==> config.mk <==
export PLATFORM = sky130hd
export DESIGN_NAME = lcd_cmd_arbiter
export DESIGN_NICKNAME = d
export VERILOG_FILES = /design/src/rtl/lcd_cmd_arbiter.sv
export SDC_FILE = /design/constraint.sdc
export NUM_CORES = 1
export LEC_CHECK = 0
export ABC_AREA = 1
export CAP_MARGIN = 15
export CORE_MARGIN = 5
export CORE_UTILIZATION = 40
export DETAILED_ROUTE_END_ITERATION = 10
export GPL_TIMING_DRIVEN = 1
export HOLD_SLACK_MARGIN = 0.06
export PLACE_DENSITY = 0.68
export SYNTH_ARGS = -nofsm -noshare
export SYNTH_HDL_FRONTEND = slang
export SYNTH_SLANG_ARGS = --single-unit
==> constraint.sdc <==
create_clock -name clk -period 2.3 [get_ports clk]
set_clock_uncertainty 0.15 [all_clocks]
set_input_delay 0.46 -clock clk [delete_from_list [all_inputs] [get_ports clk]]
set_output_delay 0.46 -clock clk [all_outputs]
set_load 0.01 [all_outputs]
==> src/rtl/lcd_cmd_arbiter.sv <==
// Round-robin arbiter for the shared character-LCD write port. It serializes each
// granted requester's writes and holds the port for the panel execution time after each one.
module lcd_cmd_arbiter #(
    parameter int T_SHORT = 740,
    parameter int T_CLEAR = 30400
) (
    input  logic        clk,
    input  logic        rst,
    input  logic [3:0]  req,
    input  logic [3:0]  wr_i,
    input  logic [3:0]  dr_i,
    input  logic [31:0] dbi_i,
    input  logic [31:0] direc_i,
    output logic [3:0]  gnt,
    output logic [3:0]  rdy,
    output logic        wr,
    output logic        dr,
    output logic [7:0]  dbi,
    output logic [7:0]  direc
);

    localparam int T_MAX = (T_CLEAR > T_SHORT) ? T_CLEAR : T_SHORT;
    localparam int CW    = $clog2(T_MAX + 1);
    localparam logic [CW-1:0] LD_SHORT = CW'(T_SHORT - 1);
    localparam logic [CW-1:0] LD_CLEAR = CW'(T_CLEAR - 1);

    typedef enum logic [1:0] {IDLE, READY, ISSUE, WAIT} state_t;

    state_t          state;
    logic [1:0]      ptr;
    logic [CW-1:0]   cnt;
    logic            is_instr;
    logic [1:0]      pick_idx;
    logic            pick_hit;

    // Search ptr+1, ptr+2, ptr+3, ptr; walking the offsets downward lets the
    // nearest set bit overwrite any farther one.
    always_comb begin
        pick_idx = ptr;
        pick_hit = 1'b0;
        for (int i = 4; i >= 1; i--) begin
            if (req[ptr + 2'(i)]) begin
                pick_idx = ptr + 2'(i);
                pick_hit = 1'b1;
            end
        end
    end

    always_ff @(posedge clk or negedge rst) begin
        if (!rst) begin
            state    <= IDLE;
            ptr      <= 2'd3;
            cnt      <= '0;
            is_instr <= 1'b0;
            gnt      <= '0;
            rdy      <= '0;
            wr       <= 1'b0;
            dr       <= 1'b0;
            dbi      <= '0;
            direc    <= '0;
        end else begin
            case (state)
                IDLE: begin
                    if (pick_hit) begin
                        gnt   <= 4'b0001 << pick_idx;
                        rdy   <= 4'b0001 << pick_idx;
                        ptr   <= pick_idx;
                        state <= READY;
                    end
                end
                READY: begin
                    // Instruction strobe takes priority; a simultaneous data strobe is dropped.
                    if (dr_i[ptr]) begin
                        direc    <= direc_i[ptr*8 +: 8];
                        dr       <= 1'b1;
                        is_instr <= 1'b1;
                        rdy      <= '0;
                        state    <= ISSUE;
                    end else if (wr_i[ptr]) begin
                        dbi      <= dbi_i[ptr*8 +: 8];
                        wr       <= 1'b1;
                        is_instr <= 1'b0;
                        rdy      <= '0;
                        state    <= ISSUE;
                    end else if (!req[ptr]) begin
                        gnt   <= '0;
                        rdy   <= '0;
                        state <= IDLE;
                    end
                end
                ISSUE: begin
                    wr  <= 1'b0;
                    dr  <= 1'b0;
                    cnt <= (is_instr && (direc == 8'h01 || direc == 8'h02)) ? LD_CLEAR : LD_SHORT;
                    state <= WAIT;
                end
                WAIT: begin
                    if (cnt == '0) begin
                        if (req[ptr]) begin
                            rdy   <= gnt;
                            state <= READY;
                        end else begin
                            gnt   <= '0;
                            state <= IDLE;
                        end
                    end else begin
                        cnt <= cnt - 1'b1;
                    end
                end
                default: state <= IDLE;
            endcase
        end
    end

endmodule

==> results.ini, run 1 <==
[power]
p_int_mw = 2.87
seq_power_share_pct = 28.6
p_clk_share_pct = 11.7
leakage_nw = 1.90
p_switching_mw = 2.40
p_comb_share_pct = 59.7
p_per_area_nw_per_um2 = 1250
sw_frac_of_total_pct = 45.6
ir_drop_mv = 0.412

[clock_network]
clkSinkCount = 46
clock_latency_ns = 0.30
cts_tree = yes
cts_buffers = 5
h-tree-depth = 2
root_buffer = clkbuf_8
cts_hold_buffers = 0
cts.repair.resized = 0
cts_setup_buffers = 0
clkTransAtPathRegs_ns = 0.09
cts_buffer_depth = 2

[floorplanning]
core_area_um2 = 7250
fp.dieW_um = 96.2
row_count = 31
die_area_um2 = 9260
die_h_um = 96.2
ios = 104
initial_core_util_pct = 41.0

[worst_setup_path]
criticalPathCategory = reg2reg
end_kind = register
critPathSlowestCell = dfrtp_1
r2r_slack_ns = 0.25
path_common_cell = inv_1
cp_max_fo = 8
arrival_ns = 2.08
setup.worst_path.start_class = register
crit_required_ns = 2.33
cpPeakStageDelay_ns = 0.37
path_cells = inv_1 -> ha_1 -> inv_1 -> nor2_2 -> nand2_1 -> inv_1 -> nand3_2 -> nand2_2 -> nand2_2 -> clkinv_2 -> nand3_4 -> nand2_1 -> o21ai_1

[global_route]
grt_pass1_wl_mm = 14.4
antenna_found_initial = 0
grt_pass1_vias = 3113
grtUsageTotal_pct = 19.8
grt_max_degree = 31
overflow = 0

[layout]
antenna_cells = 0
nFillCells = 689
nets = 591
area_growth_syn_to_layout_pct = 41.6
mostFrequentLayoutCells = nand2_1, clkdlybuf4s50_1, dfrtp_1, inv_1, nor2_1
layout-drive-gt1-share_pct = 12.9
fin_util_pct = 58.1
final_common_cell = nand2_1

[route]
dr.pass1.iters = 4
drt_wl_total_mm = 8.42
wl_per_cell_um = 13.8
vias_per_cell = 4.95
drt_iter0_drc = 83
route.detailed.drc = 0
vias = 3023
antenna_left = 0

[logic_synthesis]
postSynthAreaPerCell_um2 = 7.34
yosys-top-cells-area = dfrtp_1, nand2_1, inv_1, nor2_1, nand3_1
synth_edf_count = 0
ys_types = 37
yosysSeqAreaShare_pct = 38.8
syn_inst = 405
synth_seq_cells = 46
yosys.area.top_type = dfrtp_1
yosysWarnings = 0
synthArstFlopShare_pct = 100
syn_area_um2 = 2970
netlist.area_leader.share_pct = 37.0
synth_ff_type = dfrtp_1
synth_fp_nets = 484

[sta]
max_freq_mhz = 488
layout_min_cycle_time_ns = 2.05
setup_slack_ns = 0.249
final_hold_viol_count = 0
report.final.slew_viol_count = 0
rsz0062_at_grt = false
tightest_slew_ns = 0.685
min_period_over_period_pct = 89.2
setup_violations = 0
slew_headroom_pct = 54.3
tns_ns = 0

[run]
maxCapViolCount = 0

[placement]
hpwl_mm = 6.78
io_buffer_count = 103
gp_congestion = 0.938
dp_worst_setup_slack_ns = 0.184

[outcome]
outcome = finished, final reports clean

[hold_path]
min_path_type = in2async

[kinds of logic (layout without fill, tap and decap cells)]
kind of cell | count (synthesis) | in the layout | share of synthesized area, %
simple gates | 227 | 227 | 34.7
compound gates | 69 | 69 | 16.2
buf+inv | 59 | 166 | 8.96
flops | 46 | 46 | 38.8
fa+ha+maj | 1 | 1 | 0.421
xor+xnor | 3 | 3 | 0.884
[metal layers]
| layer | up-vias | GRT usage, % | wire length [um] |
|---|---|---|---|
| met1 | 1353 | 21.5 | 3320 |
| met4 | 0 | 6.40 | 178 |
| met2 | 120 | 33.8 | 3970 |
| met3 | 17 | 9.46 | 941 |
| met5 | - | 0 | 0 |
| li1 | 1533 | - | - |
[final timing paths]
kind | startpoint | endpoint | cells after the start
setup / recovery | cnt[0] | gnt[1] | 13
hold / removal | rst | cnt[0] | 1
hold reg to reg | wr | wr | 2
setup reg to reg | cnt[0] | gnt[1] | 13
max in group asynchronous | rst | wr | 2
min in group clk | wr | wr | 2
[flip-flops by register name, indices dropped and copies added, names as in the netlist, named ones only]
signal and count:
cnt 15, dbi 8, direc 8, rdy 4
wr 1, gnt 4, ptr 2, dr 1
is_instr 1, state 1
[power by group through the flow]
stage,combinational [mW],sequential [mW],clock (mW)
2_1_floorplan,2.11,1.51,0
3_3_place_gp,3.12,1.50,0
3_5_place_dp,3.18,1.52,0
4_1_cts,3.19,1.51,0.639
5_1_grt,3.55,1.57,0.677
6_report,3.15,1.51,0.616
[critical path: cells and delay by family, from the launching register on]
| family | cells | cell delay, ns |
|---|---|---|
| simple gates | 7 | 0.77 |
| buf+inv | 4 | 0.41 |
| flops | 1 | 0.37 |
| fa+ha+maj | 1 | 0.17 |
| compound gates | 1 | 0.06 |
[Yosys cell counts, drive strengths merged (2+ instances only)]
library cell  instances
dfstp                 2
a41oi                 8
nand4                 2
nor2                 44
nand2               148
dfrtp                44
a22oi                14
nor3                  4
nand3                25
a21oi                10
a221oi                8
o21ai                28
xor2                  2
inv                  47
clkbuf                2
buf                   9
[area by class of cell]
class	instances	area (um2)	area share, %
Inverter	48	181	4.31
Multi-Input combinational cell	300	1550	36.9
Timing Repair Buffer	111	1090	25.8
Sequential cell	46	1150	27.4
Clock buffer	6	82.6	1.96
Clock inverter	1	30.0	0.713
Tap cell	99	124	2.94
[per-stage QoR]
stage / instance area [um2] / instances / power (mW) / hold WS, ns
after global placement: 4100 / 604 / 4.62 / 0.318
after CTS: 4210 / 611 / 5.34 / 0.0633
after detailed placement: 4100 / 604 / 4.70 / 0.320
after floorplan: 2970 / 405 / 3.62 / 0.0144
final: 4210 / 611 / 5.27 / 0.0428
after global routing: 4210 / 611 / 5.80 / 0.0916
Note: power is estimated with default switching activity, not from simulation.
==> run 2, diff against run 1 <==
clock period = 2.5 ns   (was 2.3 ns; I/O delays follow)
==> run 2 against run 1 <==
  * Design area fell by 0.71%
  * Critical endpoint is now cnt[13]
  * Sequential power fell by 9%
  * Critical path depth fell by 1
  * First-iteration DRC count rose by 29%
  * Worst hold slack improved by 0.089 ns
  * Non-clock buffer count fell by 4
  * Highest routed layer unchanged
==> results.ini, run 2 (synthesis results as in run 1) <==
[clock_network]
root_buffer = clkbuf_8
clock_latency_ns = 0.31
h-tree-depth = 2
cts_buffer_depth = 2
cts_setup_buffers = 0
cts_buffers = 5
clkSinkCount = 46
cts_tree = yes
cts.repair.resized = 0
cts_hold_buffers = 0
clkTransAtPathRegs_ns = 0.09

[floorplanning]
die_h_um = 96.2
core_area_um2 = 7250
ios = 104
die_area_um2 = 9260
row_count = 31
initial_core_util_pct = 41.0
fp.dieW_um = 96.2

[worst_setup_path]
criticalPathCategory = reg2reg
cp_top_family = simple AND/OR/NAND/NOR gates
cpPeakStageDelay_ns = 0.38
setup.worst_path.start_class = register
crit_required_ns = 2.53
end_kind = register
critPathSlowestCell = dfrtp_1
path_common_cell = inv_1
path_cells = inv_1 -> ha_1 -> inv_1 -> nor2_2 -> nand2_1 -> inv_1 -> nand3_2 -> nand2_2 -> nand2_2 -> clkinv_2 -> buf_4 -> a22oi_2
cp_max_fo = 12
crit_buf_inv = 5
arrival_ns = 2.16

[route]
dr.pass1.iters = 4
drt_wl_total_mm = 8.13
vias_per_cell = 4.91
antenna_left = 0
drt_iter0_drc = 107
wl_per_cell_um = 13.4
vias = 2985
route.detailed.drc = 0

[sta]
slew_headroom_pct = 61.3
min_period_over_period_pct = 85.1
rsz0062_at_grt = false
report.final.slew_viol_count = 0
setup_violations = 0
final_hold_viol_count = 0
max_freq_mhz = 470
tightest_slew_ns = 0.581
tns_ns = 0
layout_min_cycle_time_ns = 2.13

[hold_path]
min_path_type = in2async

[global_route]
grt_pass1_wl_mm = 13.9
overflow = 0
grtUsageTotal_pct = 19.3
grt_pass1_vias = 3040
grt_max_degree = 47
antenna_found_initial = 0

[layout]
nets = 587
stdcell_count = 608
fin_util_pct = 57.7
area_growth_syn_to_layout_pct = 40.6
final_common_cell = nand2_1
nFillCells = 688
reg_top3 = cnt (15), dbi (8), direc (8)
mostFrequentLayoutCells = nand2_1, clkdlybuf4s50_1, dfrtp_1, inv_1, nor2_1
largest_reg_flops = 15
layout-drive-gt1-share_pct = 12.4
largest-register = cnt
antenna_cells = 0

[power]
ir_drop_mv = 0.394
p_per_area_nw_per_um2 = 1140
power_mw = 4.78
leakage_nw = 1.89

[placement]
io_buffer_count = 103
hpwl_mm = 6.51
dp.cells = 600
gp_congestion = 0.865

[outcome]
outcome = finished, final reports clean

[run]
maxCapViolCount = 0

[run 2: worst paths after layout]
path                             start       to  slack, ns  cells past startpoint
worst max register to register  cnt[0]  cnt[13]       0.37                     12
worst min-delay path               rst   gnt[0]       0.13                      2
worst min register to register  dbi[1]   dbi[1]       0.34                      2
min in group clk                dbi[1]   dbi[1]       0.34                      2
max in group asynchronous          rst   dbi[5]       1.68                      2
worst max-delay path            cnt[0]  cnt[13]       0.37                     12
[run 2: routing by layer]
metal / part of all wire (%) / track usage (%) / routed length [um]
met3: 11 / 8.29 / 933
met4: 1.6 / 5.45 / 134
met5: 0 / 0 / 0
met2: 46 / 31.1 / 3770
met1: 40 / 23.4 / 3290
[run 2: area by class of cell]
| class | instances | area [um2] | area share [%] |
|---|---|---|---|
| Sequential cell | 46 | 1150 | 27.6 |
| Timing Repair Buffer | 107 | 1060 | 25.3 |
| Inverter | 48 | 181 | 4.34 |
| Clock inverter | 3 | 43.8 | 1.05 |
| Tap cell | 99 | 124 | 2.96 |
| Clock buffer | 5 | 68.8 | 1.65 |
| Multi-Input combinational cell | 300 | 1550 | 37.2 |
[run 2: power breakdown]
group | internal, mW | total, mW | switching, mW
Clock | 0.300 | 0.565 | 0.265
Combinational | 1.18 | 2.85 | 1.67
Sequential | 1.09 | 1.37 | 0.276
Total | 2.57 | 4.78 | 2.21
[run 2: stage by stage]
step           instance area [um2]  worst slack (ns)  hold WS, ns
3_3_place_gp                  4070             0.364        0.318
3_5_place_dp                  4070             0.314        0.323
5_1_grt                       4180             0.170        0.175
6_report                      4180             0.373        0.132
2_1_floorplan                 2970             0.679       0.0544
4_1_cts                       4180             0.355        0.152
